===== src/rtl/aes_pkg.sv =====
// Shared AES datapath definitions.
//   - State, column and byte geometry of the 128-bit AES state.
//   - FSM state encoding used by the ShiftRows column serializer.
//   - get_col(): extracts column c of a column-major state word
//     (column 0 occupies the most significant 32 bits).
package aes_pkg;

  localparam int STATE_W  = 128;  // full AES state
  localparam int COL_W    = 32;   // one state column (4 bytes)
  localparam int BYTE_W   = 8;
  localparam int BYTE_CNT = 16;   // bytes per state
  localparam int COL_CNT  = 4;    // columns (and rows) per state
  localparam int IDX_W    = 2;    // width of a column index

  typedef enum logic {
    IDLE = 1'b0,
    SEND = 1'b1
  } ser_state_t;

  // Column c of a column-major state: bytes 4c..4c+3, row 0 highest.
  function automatic logic [COL_W-1:0] get_col(
    input logic [STATE_W-1:0] state,
    input logic [IDX_W-1:0]   c
  );
    get_col = state[STATE_W-1-COL_W*int'(c) -: COL_W];
  endfunction

endpackage


===== src/rtl/shift_rows.sv =====
// AES ShiftRows, purely combinational.
//   state   : 128-bit state, column-major, byte k at [127-8k -: 8],
//             byte k = s[r][c] with k = 4c + r.
//   shifted : same layout after ShiftRows; row r is rotated left by r,
//             i.e. shifted s'[r][c] = s[r][(c+r) % 4].
module shift_rows
  import aes_pkg::*;
(
  input  logic [STATE_W-1:0] state,
  output logic [STATE_W-1:0] shifted
);

  // Each destination byte is a fixed wire from one source byte; the
  // generate loop just spells out the permutation.
  for (genvar gi = 0; gi < BYTE_CNT; gi++) begin : g_byte
    localparam int ROW = gi % COL_CNT;
    localparam int COL = gi / COL_CNT;
    localparam int SRC = COL_CNT * ((COL + ROW) % COL_CNT) + ROW;

    assign shifted[STATE_W-1-BYTE_W*gi -: BYTE_W] =
           state[STATE_W-1-BYTE_W*SRC -: BYTE_W];
  end

endmodule


===== src/rtl/shift_rows_serializer.sv =====
// ShiftRows stage that hands the shifted state to MixColumns one column
// per cycle over a valid/ready pair.
//   CLK, RST     : clock and synchronous active-high reset
//   din          : 128-bit state after SubBytes, column-major
//   din_vld/rdy  : input handshake (block taken when both high)
//   last_in      : final-round flag, captured with din
//   col_out      : shifted column, row 0 in [31:24]
//   col_vld/rdy  : output handshake (column taken when both high)
//   col_idx      : index 0..3 of col_out
//   col_end      : marks column 3
//   last_out     : captured last_in, constant across the block's columns
// ACCEPT_EARLY=1 lets the next block load in the same cycle column 3 is
// consumed, giving one column per cycle with no bubble between blocks.
module shift_rows_serializer
  import aes_pkg::*;
#(
  parameter bit ACCEPT_EARLY = 1'b1
) (
  input  logic               CLK,
  input  logic               RST,
  input  logic [STATE_W-1:0] din,
  input  logic               din_vld,
  output logic               din_rdy,
  input  logic               last_in,
  output logic [COL_W-1:0]   col_out,
  output logic               col_vld,
  input  logic               col_rdy,
  output logic [IDX_W-1:0]   col_idx,
  output logic               col_end,
  output logic               last_out
);

  localparam logic [IDX_W-1:0] LAST_IDX = IDX_W'(COL_CNT - 1);

  ser_state_t         state_reg;
  logic [IDX_W-1:0]   idx_reg;
  logic [STATE_W-1:0] data_reg;
  logic               last_reg;

  logic [STATE_W-1:0] shifted;
  logic               sending;
  logic               at_last;

  shift_rows u_shift_rows (
    .state   (din),
    .shifted (shifted)
  );

  assign sending = (state_reg == SEND);
  assign at_last = (idx_reg == LAST_IDX);

  // The ShiftRows permutation is applied once at load so the stored word
  // already holds output columns; the per-cycle mux is then a plain
  // column select.
  always_ff @(posedge CLK) begin
    if (RST) begin
      state_reg <= IDLE;
      idx_reg   <= '0;
      data_reg  <= '0;
      last_reg  <= 1'b0;
    end else begin
      case (state_reg)
        IDLE: begin
          if (din_vld) begin
            data_reg  <= shifted;
            last_reg  <= last_in;
            idx_reg   <= '0;
            state_reg <= SEND;
          end
        end
        SEND: begin
          if (col_rdy) begin
            if (!at_last) begin
              idx_reg <= idx_reg + 1'b1;
            end else if (ACCEPT_EARLY && din_vld) begin
              // Overlap: last column leaves as the next block arrives.
              data_reg <= shifted;
              last_reg <= last_in;
              idx_reg  <= '0;
            end else begin
              idx_reg   <= '0;
              state_reg <= IDLE;
            end
          end
        end
        default: begin
          state_reg <= IDLE;
          idx_reg   <= '0;
        end
      endcase
    end
  end

  // Outputs decode directly from registers so they stay stable while
  // col_rdy is low; only din_rdy looks at inputs (col_rdy, and RST so no
  // block is accepted while reset is held).
  assign col_vld  = sending;
  assign col_out  = sending ? get_col(data_reg, idx_reg) : '0;
  assign col_idx  = sending ? idx_reg : '0;
  assign col_end  = sending & at_last;
  assign last_out = sending & last_reg;
  assign din_rdy  = ~RST & (~sending | (ACCEPT_EARLY & at_last & col_rdy));

endmodule


===== config.mk =====
export PLATFORM = sky130hd
export DESIGN_NAME = shift_rows_serializer
export DESIGN_NICKNAME = d
export VERILOG_FILES = /design/src/rtl/aes_pkg.sv /design/src/rtl/shift_rows.sv /design/src/rtl/shift_rows_serializer.sv
export SDC_FILE = /design/constraint.sdc
export NUM_CORES = 1
export LEC_CHECK = 0
export CORE_ASPECT_RATIO = 0.75
export CORE_MARGIN = 2
export CORE_UTILIZATION = 52
export CTS_CLUSTER_SIZE = 20
export DETAILED_ROUTE_END_ITERATION = 10
export PLACE_DENSITY = 0.92
export SLEW_MARGIN = 0
export SYNTH_ARGS = -nofsm -noshare
export SYNTH_HDL_FRONTEND = slang
export SYNTH_HIERARCHICAL = 1
export SYNTH_SLANG_ARGS = --single-unit

===== constraint.sdc =====
create_clock -name CLK -period 2.17 [get_ports CLK]
set_clock_uncertainty 0.2 [all_clocks]
set_input_delay 0.5425 -clock CLK [delete_from_list [all_inputs] [get_ports CLK]]
set_output_delay 0.5425 -clock CLK [all_outputs]
set_load 0.01 [all_outputs]

==> results of run 1 <==
-- timing repair --
item / in CTS / in global routing
endpoints found under the hold margin: 0 / 0
gates resized for setup: 183 / 31
gates cloned: 2 / 1
pin swaps: 17 / 9
endpoints found under the setup margin: 38 / 36
hold buffers: 0 / 0
buffers inserted: 13 / 1
-- tightest hold or removal path, stage by stage (launching register included) --
cell and delay [ns]:
dfxtp_1 0.31, nand2b_1 0.06, mux2i_1 0.06
-- layout make-up --
class / count / area (sq um)
Clock inverter: 15 / 143.9
Clock buffer: 17 / 425.4
Tap cell: 200 / 250.2
Multi-Input combinational cell: 469 / 4028
Fill cell: 1100 / 4853
Timing Repair Buffer: 214 / 2290
Sequential cell: 132 / 2654
-- final timing paths --
check               start            end  slack, ns  cells after the start
max reg2reg    idx_reg[1]  data_reg[107]       0.19                      8
min          data_reg[52]   data_reg[52]       0.27                      2
min reg2reg  data_reg[52]   data_reg[52]       0.27                      2
max            idx_reg[1]    col_out[27]      -0.42                      5
-- per-layer routing --
layer	track usage [%]	share of wire (%)
met5	0	0
met4	4.854	0.90
met3	6.296	5.6
met2	33.90	47
met1	26.15	46
-- Yosys cell counts --
cell type	number
buf_6	16
nor2b_1	1
mux4_2	32
and2_1	36
a21boi_2	1
clkbuf_1	32
dfxtp_1	132
mux2i_1	130
nand2b_1	258
nand2_1	1
nor2_1	5
a21oi_1	1
a32oi_1	2
buf_4	133
buf_2	3
ha_1	2
-- per-stage QoR --
step                util, %  instances  setup TNS (ns)
CTS                   66.31       1048          -12.71
finish                66.86       1047          -11.23
floorplan                 -        785               0
global placement      61.55       1001          -11.93
detailed placement    61.55       1001          -14.08
global route          66.86       1047          -13.44
-- logic make-up (layout without fill, tap and decap cells) --
kind of cell | after synthesis | count (layout) | synth area share (%)
AOI/OAI and AO/OA | 4 | 4 | 0.4273
buffers and inverters | 184 | 246 | 16.62
DFF | 132 | 132 | 33.43
muxes | 162 | 162 | 25.58
and+or+nand+nor | 301 | 301 | 23.63
adders and majority gates | 2 | 2 | 0.3165
-- power by group through the flow --
stage | Sequential (W) | Combinational, W | Clock, W
2_1_floorplan | 0.00268 | 0.000721 | 0
3_3_place_gp | 0.00270 | 0.000976 | 0
3_5_place_dp | 0.00271 | 0.000993 | 0
4_1_cts | 0.00266 | 0.00101 | 0.00283
5_1_grt | 0.00268 | 0.00110 | 0.00294
6_report | 0.00266 | 0.00102 | 0.00278
==> metrics.cfg, run 1 <==
[run_status]
outcome=complete, but fails checks
failed_checks=setup timing

[floorplanning]
die_w_um=146.4
rows=38
overall_die_area_sq_mm=0.01621
ioPinCount=171
die_height_um=110.8
start_util_pct=53.98
placeableCoreArea_sq_mm=0.01464

[sta]
worst_slew_pin_slew_ns=0.7979
worst_slew_margin_rel_pct=46.80
finalCritPeriodShare_pct=119.2
hold_viol_final=0
max_freq_mhz=386.5
report.final.slew_viol_count=0
fin_hold_ws_ns=0.2692
timing.final.ws_setup_ns=-0.4175
setup-violations-final=34
layout_min_cycle_time_ns=2.588
setup_repair_after_global_routing_missed_its_margin=true

[layout]
layout_commonest_cell=nand2b_1
num-nets-final=969
diodes=0
area_growth_syn_to_layout_pct=23.85
largest_reg_flops=128
final_cell_mix=258 x nand2b_1, 131 x clkdlybuf4s50_1, 130 x mux2i_1, 129 x dfxtp_1, 32 x mux4_2
final_layout_size_suffix_gt1_share_pct=20.54
finalInstanceArea_sq_mm=0.009791

[power_and_ir_drop]
p_switching_w=0.001627
peakVddDrop_v=0.0004627
power.share.clock_pct=43.0
internal_power_w=0.004833
power.share.sequential_pct=41.2
total_power_w=0.006460
p_leak_nw=3.866
power.combinational.fraction_pct=15.8
switching_share_pct=25.19
pwr_density_cell_mw_per_mm2=659.8

[placement]
place.detailed.hpwl_um=10940
instance_area_after_placement_sq_mm=0.009014
place.port_buffers=170
finalWeightedCongestion=0.7420
detailedPlace.worstSlack_ns=-0.3325

[clocking]
clkTransAtPathRegs_ns=0.06
clk_path_buf_depth=2
clock-sinks=132
cts_buffers=17
cts_tree=yes
clk_root_buffer_cell=clkbuf_16
insertion_delay_ns=0.41
cts-htree-levels=4

[grt]
grt_antenna_before_repair=0
gr-usage-all-layers_pct=20.44
global_route.overflow_total=0
first_pass_grt_wire_length_um=26800
largest_net_degree_at_the_start_of_global_routing=262
grt_pass1_vias=5322

[setup_path]
path_class=reg2out
slowest_delay_ns=0.50
critPathRequiredTime_ns=1.43
worst-path-max-fanout=5
worst_path_max_delay_cell=mux4_2
setup.worst_path.end_class=output port
path_cells=buf_12 -> buf_6 -> mux4_2 -> and2_4 -> buf_6
critical_path.most_common_cell=buf_6
worstPathArrival_ns=1.85
critPathTopFamily=multiplexers
buf_inv_stages_crit_path=3
start_kind=flip-flop

[logic_synthesis]
post_synth.cell_area_avg_sq_um=10.07
post_synth_main_area_contributors=dfxtp_1 33%, nand2b_1 20%, mux2i_1 16%
synth_warnings=6
netlist_area_sq_mm=0.007905
synth.lib_cells_used.distinct=16
synthDominantCellAreaShare_pct=33.43
synth_sequential_area_ratio_pct=33.43
mappedNetlistNets=920
postSynthRegisterBits=132
postSynthCellCount=785
yosysTopAreaCell=dfxtp_1

[route]
dr.first_iter.drc_count=236
remaining_drc_errors=0
ant_nets=0
wl_per_cell_um=15.95
num_vias=5110
wirelength_um=16700
pre_antenna_drt_iters=5
vias_per_cell=4.881

[hold_path]
min_path_type=reg2reg

[flow_run]
maxCapViolCount=0

(Power assumes the default switching activity.)
==> inputs of run 2 (changes only) <==
Settings changed: TNS_END_PERCENT set to 1.
==> run 2 against run 1 <==
The flow still finishes with violations (setup timing). Clock-buffer cell count unchanged. Sequential share of layout area barely moved. Combinational power about the same. Die area unchanged. Sequential cell count stayed put. Wire length is 3.6% lower. Final cell count unchanged. Register-to-register slack worse by 0.08 ns. Worst hold slack about the same. Clock power hardly changed. Sequential power is essentially flat. Critical path type unchanged.
==> metrics.cfg, run 2 (synthesized netlist as in run 1, its figures left out) <==
[sta]
fin_hold_ws_ns=0.2692  ; +0.00003400 ns
setup_repair_after_global_routing_missed_its_margin=true
layout_min_cycle_time_ns=2.582  ; -0.005331 ns
timing.final.ws_setup_ns=-0.4122  ; +0.005331 ns
hold_viol_final=0  ; unchanged
finalCritPeriodShare_pct=119.0  ; -0.25 points
worst_slew_margin_rel_pct=51.38  ; +4.6 points
setup-violations-final=34  ; unchanged
worst_slew_pin_slew_ns=0.7293  ; -0.06866 ns
max_freq_mhz=387.3  ; +0.21%
report.final.slew_viol_count=0  ; unchanged

[power_and_ir_drop]
internal_power_w=0.004829  ; about the same
power.combinational.fraction_pct=15.7  ; about the same
p_switching_w=0.001613  ; -0.86%
power.share.clock_pct=43.0  ; about the same
peakVddDrop_v=0.0004620  ; -0.14%
p_leak_nw=3.860  ; -0.16%
power.share.sequential_pct=41.3  ; about the same
pwr_density_cell_mw_per_mm2=659.0  ; -0.12%
switching_share_pct=25.04  ; -0.15 points
total_power_w=0.006442  ; -0.27%

[setup_path]
buf_inv_stages_crit_path=3  ; unchanged
critPathTopFamily=multiplexers
critPathRequiredTime_ns=1.43  ; about the same
setup.worst_path.end_class=output port
worst-path-max-fanout=9  ; +4
slowest_delay_ns=0.49  ; about the same
start_kind=flip-flop
wp_depth=5  ; unchanged
worst_path_max_delay_cell=mux4_2
worst_r2r_path_depth=9  ; +1
path_cells=buf_12 -> buf_6 -> mux4_2 -> and2_4 -> buf_2
path_class=reg2out
worstPathArrival_ns=1.84  ; about the same

[floorplanning]
start_util_pct=53.98  ; unchanged
ioPinCount=171  ; unchanged
die_height_um=110.8  ; unchanged
overall_die_area_sq_mm=0.01621  ; unchanged
rows=38  ; unchanged
die_w_um=146.4  ; unchanged
placeableCoreArea_sq_mm=0.01464  ; unchanged

[layout]
area_growth_syn_to_layout_pct=23.66
largest_reg_flops=128  ; unchanged
final_layout_size_suffix_gt1_share_pct=20.78  ; +0.24 points
layout_commonest_cell=nand2b_1
num-nets-final=969  ; unchanged
fillers=1117  ; +1.5%
final_cell_mix=258 x nand2b_1, 131 x clkdlybuf4s50_1, 130 x mux2i_1, 129 x dfxtp_1, 32 x mux4_2
diodes=0  ; unchanged

[route]
vias_per_cell=4.836  ; -0.92%
num_vias=5063  ; -0.92%
pre_antenna_drt_iters=5  ; unchanged
ant_nets=0  ; unchanged
wirelength_um=16110  ; -3.6%
remaining_drc_errors=0  ; unchanged
wl_per_cell_um=15.38  ; -3.6%
dr.first_iter.drc_count=215  ; -8.9%

[clocking]
insertion_delay_ns=0.41  ; about the same
clkTransAtPathRegs_ns=0.06  ; about the same
cts-htree-levels=4  ; unchanged
clk_path_buf_depth=2  ; unchanged
clock-sinks=132  ; unchanged
clk_root_buffer_cell=clkbuf_16
cts_tree=yes
cts_buffers=17  ; unchanged

[grt]
largest_net_degree_at_the_start_of_global_routing=262  ; unchanged
grt_pass1_vias=5295  ; -0.51%
first_pass_grt_wire_length_um=26540  ; -0.95%
global_route.overflow_total=0  ; unchanged
grt_antenna_before_repair=0  ; unchanged
gr-usage-all-layers_pct=20.24  ; -0.19 points

[placement]
place.port_buffers=170  ; unchanged
finalWeightedCongestion=0.7420  ; unchanged
place.detailed.hpwl_um=10940  ; unchanged

[run_status]
failed_checks=setup timing
outcome=complete, but fails checks

[hold_path]
hold_depth=2  ; unchanged
min_path_type=reg2reg

[flow_run]
maxCapViolCount=0  ; unchanged

==> run 2: path summary, 6_finish.rpt <==
check,from,endpoint,slack [ns]
worst max register to register,idx_reg[1],data_reg[40],0.11
worst max-delay path,idx_reg[1],col_out[29],-0.41
worst min register to register,data_reg[52],data_reg[52],0.27
worst min-delay path,data_reg[52],data_reg[52],0.27
==> run 2: power groups by stage <==
stage | Clock, W | Combinational (W) | Sequential (W)
5_1_grt | 0.00294 | 0.00109 | 0.00268
6_report | 0.00277 | 0.00101 | 0.00266
2_1_floorplan | 0 | 0.000721 | 0.00268
3_5_place_dp | 0 | 0.000993 | 0.00271
4_1_cts | 0.00283 | 0.00100 | 0.00266
3_3_place_gp | 0 | 0.000976 | 0.00270
==> run 2: what timing repair did <==
action / in CTS / in global routing
endpoints found under the hold margin: 0 / 0
gates cloned: 1 / 0
resized for setup: 175 / 31
buffers inserted: 12 / 1
endpoints found under the setup margin: 38 / 37
pin swaps: 14 / 0
hold buffers: 0 / 0
==> run 2: cell type report <==
cell class | count | area [sq um] | share of cell area [%]
repair buffers | 214 | 2275 | 23.27
flip-flops and latches | 132 | 2651 | 27.12
clock buffers | 17 | 425.4 | 4.352
well taps | 200 | 250.2 | 2.560
clock inverters | 15 | 143.9 | 1.472
multi-input cells | 469 | 4030 | 41.23
==> run 2: layer usage <==
layer / global-route usage, % / part of all wire [%] / wire [um]
met2: 33.55 / 47 / 7615
met1: 25.94 / 46 / 7462
met5: 0 / 0 / 0
met3: 6.214 / 5.3 / 853
met4: 4.790 / 1.1 / 177
==> run 2: worst reg2reg max path, stage by stage, from the launching register on <==
cell and delay [ns]:
dfxtp_4 0.39, buf_12 0.12, buf_16 0.13, buf_4 0.12
ha_1 0.19, a21boi_2 0.09, nor2b_4 0.17, buf_12 0.17
buf_12 0.17, mux2i_1 0.23
==> run 2: stage by stage <==
| stage | setup TNS, ns | instance area, sq um | std cells | utilization [%] | setup slack, ns |
|---|---|---|---|---|---|
| after floorplan | 0 | 7905 | 785 | - | 0.06350 |
| after global placement | -11.93 | 9014 | 1001 | 61.55 | -0.3278 |
| after detailed placement | -14.08 | 9014 | 1001 | 61.55 | -0.3325 |
| after CTS | -12.63 | 9648 | 1046 | 65.88 | -0.4448 |
| after global routing | -13.93 | 9776 | 1047 | 66.76 | -0.4676 |
| final | -11.94 | 9776 | 1047 | 66.76 | -0.4122 |
